### src/rtl/ahb_params_pkg.sv
// Shared AHB-Lite constants, bus widths and the master state encoding.
// Also holds the command legality rule used at the command handshake.
package ahb_params_pkg;

    localparam int ADDR_W = 32;
    localparam int DATA_W = 32;

    localparam logic [1:0] HTRANS_IDLE   = 2'b00;
    localparam logic [1:0] HTRANS_NONSEQ = 2'b10;
    localparam logic [1:0] HRESP_OKAY    = 2'b00;
    localparam logic [1:0] HRESP_ERROR   = 2'b01;
    localparam logic [2:0] HBURST_SINGLE = 3'b000;
    localparam logic [2:0] HSIZE_WORD    = 3'b010;

    typedef enum logic [1:0] {
        ST_IDLE,
        ST_ADDR,
        ST_DATA,
        ST_REJ
    } ahb_mst_state_e;

    // Byte, halfword and word only; the address must be naturally aligned.
    function automatic logic cmd_legal(input logic [2:0] size, input logic [1:0] addr_lsb);
        logic ok;
        ok = 1'b0;
        case (size)
            3'b000:  ok = 1'b1;
            3'b001:  ok = ~addr_lsb[0];
            3'b010:  ok = (addr_lsb == 2'b00);
            default: ok = 1'b0;
        endcase
        return ok;
    endfunction

endpackage

### src/rtl/ahb_simple_master.sv
// Single-outstanding AHB-Lite master: one valid/ready command becomes one
// SINGLE/NONSEQ transfer, answered by a one-cycle response pulse.
module ahb_simple_master
    import ahb_params_pkg::*;
#(
    parameter int TIMEOUT_CYCLES = 256
) (
    input  logic              HCLK,
    input  logic              HRESETn,
    output logic [ADDR_W-1:0] HADDR,
    output logic [1:0]        HTRANS,
    output logic              HWRITE,
    output logic [2:0]        HSIZE,
    output logic [2:0]        HBURST,
    output logic [DATA_W-1:0] HWDATA,
    input  logic [DATA_W-1:0] HRDATA,
    input  logic              HREADY,
    input  logic [1:0]        HRESP,
    input  logic              cmd_valid,
    output logic              cmd_ready,
    input  logic              cmd_write,
    input  logic [ADDR_W-1:0] cmd_addr,
    input  logic [DATA_W-1:0] cmd_wdata,
    input  logic [2:0]        cmd_size,
    output logic              rsp_valid,
    output logic [DATA_W-1:0] rsp_rdata,
    output logic              rsp_err,
    output logic              timeout
);

    localparam int CNT_W = $clog2(TIMEOUT_CYCLES + 1);
    localparam logic [CNT_W-1:0] CNT_MAX = CNT_W'(TIMEOUT_CYCLES);
    localparam logic [CNT_W-1:0] CNT_TRIP = CNT_W'(TIMEOUT_CYCLES - 1);

    ahb_mst_state_e    state_reg;
    logic [DATA_W-1:0] wdata_reg;
    logic [CNT_W-1:0]  wait_cnt_reg;

    assign HBURST    = HBURST_SINGLE;
    assign cmd_ready = (state_reg == ST_IDLE) && HRESETn;

    always_ff @(posedge HCLK or negedge HRESETn) begin
        if (!HRESETn) begin
            state_reg    <= ST_IDLE;
            HADDR        <= '0;
            HTRANS       <= HTRANS_IDLE;
            HWRITE       <= 1'b0;
            HSIZE        <= HSIZE_WORD;
            HWDATA       <= '0;
            wdata_reg    <= '0;
            wait_cnt_reg <= '0;
            rsp_valid    <= 1'b0;
            rsp_err      <= 1'b0;
            rsp_rdata    <= '0;
            timeout      <= 1'b0;
        end else begin
            rsp_valid <= 1'b0;
            case (state_reg)
                ST_IDLE: begin
                    if (cmd_valid) begin
                        if (!cmd_legal(cmd_size, cmd_addr[1:0])) begin
                            rsp_valid <= 1'b1;
                            rsp_err   <= 1'b1;
                            rsp_rdata <= '0;
                            state_reg <= ST_REJ;
                        end else begin
                            HADDR     <= cmd_addr;
                            HWRITE    <= cmd_write;
                            HSIZE     <= cmd_size;
                            wdata_reg <= cmd_wdata;
                            HTRANS    <= HTRANS_NONSEQ;
                            state_reg <= ST_ADDR;
                        end
                    end
                end
                ST_REJ: begin
                    state_reg <= ST_IDLE;
                end
                ST_ADDR: begin
                    if (HREADY) begin
                        HTRANS       <= HTRANS_IDLE;
                        HWDATA       <= wdata_reg;
                        wait_cnt_reg <= '0;
                        state_reg    <= ST_DATA;
                    end
                end
                ST_DATA: begin
                    // An ERROR seen while HREADY is low is only the first half
                    // of a two-cycle error; completion waits for HREADY.
                    if (HREADY) begin
                        rsp_valid <= 1'b1;
                        rsp_err   <= (HRESP == HRESP_ERROR);
                        rsp_rdata <= (!HWRITE && (HRESP == HRESP_OKAY)) ? HRDATA : '0;
                        state_reg <= ST_IDLE;
                    end else begin
                        if (wait_cnt_reg != CNT_MAX) begin
                            wait_cnt_reg <= wait_cnt_reg + CNT_W'(1);
                        end
                        if (wait_cnt_reg == CNT_TRIP) begin
                            timeout <= 1'b1;
                        end
                    end
                end
                default: state_reg <= ST_IDLE;
            endcase
        end
    end

endmodule

### config.mk
export PLATFORM = sky130hd
export DESIGN_NAME = ahb_simple_master
export DESIGN_NICKNAME = d
export VERILOG_FILES = /design/src/rtl/ahb_params_pkg.sv /design/src/rtl/ahb_simple_master.sv
export SDC_FILE = /design/constraint.sdc
export NUM_CORES = 1
export LEC_CHECK = 0
export CELL_PAD_IN_SITES_DETAIL_PLACEMENT = 1
export CELL_PAD_IN_SITES_GLOBAL_PLACEMENT = 1
export CORE_MARGIN = 1
export CORE_UTILIZATION = 38
export CTS_CLUSTER_DIAMETER = 100
export DETAILED_ROUTE_END_ITERATION = 12
export MAX_ROUTING_LAYER = met4
export PLACE_DENSITY = 0.91
export REMOVE_ABC_BUFFERS = 1
export SLEW_MARGIN = 30
export SYNTH_ARGS = -nofsm -noshare
export SYNTH_HDL_FRONTEND = slang
export SYNTH_SLANG_ARGS = --single-unit
### constraint.sdc
create_clock -name HCLK -period 4.95 [get_ports HCLK]
set_input_delay 0.99 -clock HCLK [delete_from_list [all_inputs] [get_ports HCLK]]
set_output_delay 0.99 -clock HCLK [all_outputs]
set_load 0.02 [all_outputs]
==> results.cfg <==
[pwr]
peakVddDrop_v = 0.000346
power.density_cell_area_mw_per_mm2 = 627
leakage_nw = 3.78

[critical_path]
crit-reg2reg-capture = wdata_reg[14]
crit_buf_inv = 2
kind_of_launch_point_of_the_worst_setup_path = primary input
timing.critical_path.slowest_cell_delay_ns = 0.66
cell_with_the_biggest_individual_delay_on_the_critical_path = o211ai_4
startpoint = cmd_addr[0]
cp_max_fo = 52
setup.reg_to_reg.worst_slack_ns = 2.83
worstPathCellList = clkdlybuf4s50_1 > a21oi_1 > o211ai_4 > buf_12 > mux2_2
criticalPathCategory = primary input to register
r2r_cells = 4
startpoint_of_the_worst_register_to_register_path = state_reg[1]
worstSetupEndpointType = register
cell_type_group_with_the_largest_total_delay_on_the_critical_path = buffers and inverters
timing.critical_path.required_ns = 5.24
cp.arrival_ns = 3.20

[timing]
report.final.slew_viol_count = 0
pin_slew_with_the_least_headroom_to_its_limit_ns = 0.803
maxSlewHeadroom = 0.464
final_hold_viol_count = 0
report.final.setup_viol = 0
clock-skew-final_ns = 0.00614
post-route-min-period_ns = 2.91
setup_tns_ns = 0
rsz0062_at_grt = false
fmax_mhz = 344
period_share = 0.587

[grt]
grt.overflow.total = 0
grt_pass1_vias = 4641
grt_start_max_net_pins = 90
first_pass_grt_wire_length_um = 25400
grt_usage = 0.219
initial_antenna_violation_count = 0

[job]
cap_viol_max_count = 0

[layout]
layout.filler_cells = 1383
drive_above_1_share = 0.228
nets = 707
layout_common_cells = clkdlybuf4s50_1 (209), dfrtp_1 (146), mux2_2 (91)
mostFrequentLayoutCell = clkdlybuf4s50_1
finish.utilization = 0.598
antenna_cells = 0
syn2layout_area_growth_pct = 52.3

[floorplan]
placeable_core_region_sq_mm = 0.0147
initial_core_util = 0.393
floorplan.rows = 44
floorplan.die.width_um = 125
die_height_um = 125
top_level_ports = 215
fp.dieArea_sq_mm = 0.0157

[clock_network]
cts_num_sinks = 147
clkSlewWorstSetupHoldPaths_ns = 0.05
root_buffer = clkbuf_16
cts-hold-fix-buffers = 0
clk_latency_ns = 0.42
cts_repair_resize_count = 0
clock_tree.buffer_depth = 2
cts.repair_timing.setup_buffer_count = 0
cts_tree = yes
cts-buffers-inserted = 17
clock_tree.htree_level_count = 4

[min_path]
worstHoldPathType = register to register
worstHoldPathCells = 1
holdPathEnd = timeout
timing.hold.worst.start = timeout

[route]
drt_first_iter_violations = 154
route.final.wire_length_um = 15900
post_drt_via_cell_ratio = 5.11
dr.pass1.iters = 11
wire_per_inst_um = 20.0
routed-via-count = 4059
drt_drc_violations_left = 10
postRouteAntennaNets = 0

[outcome]
violations = design-rule violations
run_status = complete, but fails checks

[place]
hpwlAfterDp_um = 11000
portBuffers = 210
gp_congestion = 0.777

[synthesis]
mapped_cell_area_sq_mm = 0.00577
post-synth-top-area-fraction = 0.633
post_synth_main_area_contributors = dfrtp_1 (63%), mux2_2 (18%), a32o_1 (5.5%)
synthesis.area_per_instance_sq_um = 15.0
cell_count_after_synthesis = 385
number_of_synthesized_register_bits = 147
yosys_warnings = 0
post-synth-top-area-cell = dfrtp_1
synth-seq-area-share = 0.637
synth_unique_cells = 40
## logic make-up (layout without fill, tap and decap cells)
logic type               after synthesis  in the layout  share of synthesized area
adder cells (fa/ha/maj)                3              3                    0.00650
AND/OR/NAND/NOR                       44             44                     0.0453
multiplexers                         105            105                      0.204
flip-flops                           147            147                      0.637
buffers and inverters                 36            258                     0.0303
other                                  1              4                   0.000650
AO/OA/AOI/OAI                         49             49                     0.0763
## metal layers
| layer | vias to the layer above | GRT usage | part of all wire |
|---|---|---|---|
| met3 | 23 | 0.0710 | 0.062 |
| met2 | 139 | 0.384 | 0.54 |
| met5 | - | - | 0 |
| met4 | 0 | 0.0775 | 0.018 |
| li1 | 1817 | - | - |
| met1 | 2080 | 0.232 | 0.39 |
## cell type report
| class | instances | area (sq um) | area share |
|---|---|---|---|
| inverters | 9 | 33.8 | 0.00384 |
| clock buffers | 22 | 484 | 0.0551 |
| flip-flops and latches | 147 | 3680 | 0.418 |
| repair buffers | 218 | 2190 | 0.250 |
| well taps | 184 | 230 | 0.0262 |
| multi-input cells | 205 | 1950 | 0.222 |
| clock inverters | 9 | 223 | 0.0253 |
## worst max path at each step
stage | end | cells past startpoint | slack (ns)
2_1_floorplan | HADDR[0] | 3 | 1.45
3_3_place_gp | rsp_rdata[6] | 3 | 1.68
3_5_place_dp | wdata_reg[9] | 5 | 1.62
4_1_cts | wdata_reg[14] | 5 | 2.06
5_1_grt | wdata_reg[14] | 5 | 1.97
6_report | wdata_reg[14] | 5 | 2.04
## worst register-to-register path, delay by kind of cell (launching register included)
family          cells  cell delay, ns
mux                 1            0.34
flops               1            0.51
compound gates      1            0.36
buf+inv             1            0.34
simple gates        1            0.45
## power breakdown
group	switching, mW	internal (mW)
Sequential	0.299	1.69
Combinational	0.935	1.06
Clock	0.491	1.05
Total	1.72	3.79
## per-stage QoR
| step | power (mW) | instances | hold slack (ns) | setup slack, ns | area [sq um] |
|---|---|---|---|---|---|
| CTS | 5.58 | 794 | 0.494 | 2.06 | 8790 |
| detailed placement | 4.00 | 763 | 0.479 | 1.62 | 8090 |
| finish | 5.52 | 794 | 0.486 | 2.04 | 8790 |
| global route | 5.78 | 794 | 0.517 | 1.97 | 8790 |
| global placement | 3.86 | 759 | 0.462 | 1.68 | 8040 |
| floorplan | 2.94 | 361 | 0.475 | 1.45 | 5640 |
## cells in the mapped netlist
cell type,instances
a211o_1,1
a21boi_0,1
a21oi_1,6
a21oi_2,1
a31oi_1,1
a32o_1,32
and2_1,1
and3_1,2
buf_2,14
buf_4,6
clkbuf_1,7
conb_1,1
dfrtp_1,146
dfstp_2,1
ha_1,3
inv_1,9
mux2_1,8
mux2_2,91
mux2i_1,6
nand2_1,15
nand2b_1,3
nand3_1,1
nand3b_1,2
nand4_1,1
nand4bb_1,1
nor2_1,1
nor3_1,5
nor3b_1,1
nor3b_2,1
nor4_1,1
nor4_2,1
nor4b_1,2
o211ai_2,1
o21a_1,1
o21ai_0,3
o21bai_1,1
o311ai_2,1
or3_1,4
or3b_2,1
or3b_4,1
No activity file was read; power rests on OpenSTA's default activity.
==> variant (same settings) <==
Set the package constant `DATA_W` to 48 (it was 32).
--- a/src/rtl/ahb_params_pkg.sv
+++ b/src/rtl/ahb_params_pkg.sv
@@ -3,7 +3,7 @@
 package ahb_params_pkg;
 
     localparam int ADDR_W = 32;
-    localparam int DATA_W = 32;
+    localparam int DATA_W = 48;
 
     localparam logic [1:0] HTRANS_IDLE   = 2'b00;
     localparam logic [1:0] HTRANS_NONSEQ = 2'b10;
Interface: changed (resized HRDATA, HWDATA, cmd_wdata and rsp_rdata); port bits go from 215 to 279. The function was not compared with the original's and may differ.
==> variant against the original RTL <==
  * Setup slack worse by 290 ps
  * Hold slack got worse by 18 ps
  * Synthesized area up 40%
  * Total power is 34% higher
  * Design area increased by 32%
  * Sequential cell count increased by 48
  * Critical path depth shrank 2
  * Routed wire length up 57%
  * Non-clock buffer count increased by 66
==> variant: results <==
group,metric,value,unit
worst_setup_path,crit_fanout,50,
sta,fin_skew,18.54,ps
global_routing,use_met3,7.130,%
power,power.share.sequential,38.5,%
run_status,status,"complete, no violations",
power,swShare,38.16,%
routing,via_per_inst,5.112,
global_routing,grt_max_degree,78,
power,combPwrFrac,42.5,%
hold_path,min_to,"HWDATA[2]",
finish,buffers,284,
finish,antennaDiodeCount,1,
worst_setup_path,r2r-end,"HADDR[31]",
finish,seq-cell-share,42.06,%
finish,buf_share,24.48,%
placed_design,gp_congestion,0.7337,
synth,synth_seq_area_share,60.58,%
sta,holdWs,468.6,ps
die,well_tap_count,270,
clock_network,insertion_delay,440,ps
finish,inverters_excl_clock,5,
clock_network,clk_pin_slew_worst_paths,70,ps
synth,synth_cell_types,42,
routing,wl_met2,12590,µm
placed_design,portBuffers,274,
hold_path,hp-start,"wdata_reg[2]",
variant: cell types whose count changed after synthesis, moves of 5 or more:
| cell | before | now |
|---|---|---|
| nand2_1 | 15 | 202 |
| nor2_1 | 1 | 6 |
| mux2_2 | 91 | 35 |
| a32o_1 | 32 | 0 |
| mux2_4 | 0 | 48 |
| inv_1 | 9 | 4 |
| a22oi_1 | 0 | 48 |
| mux2_1 | 8 | 0 |
| mux2i_1 | 6 | 1 |
| buf_6 | 0 | 6 |
| dfrtp_1 | 146 | 194 |
| clkbuf_1 | 7 | 14 |
| o21ai_0 | 3 | 50 |
variant: metrics by stage:
step | utilization, % | worst slack (ps)
6_report | 56.64 | 1752
2_1_floorplan | - | 1290
4_1_cts | 56.61 | 1736
5_1_grt | 56.64 | 1667
3_5_place_dp | 53.64 | 1551
3_3_place_gp | 53.62 | 1604
variant: tightest hold or removal path, delay by kind of cell, from the launching register on:
| family | cells | cell delay, ps |
|---|---|---|
| DFF | 1 | 340 |
| and+or+nand+nor | 2 | 100 |
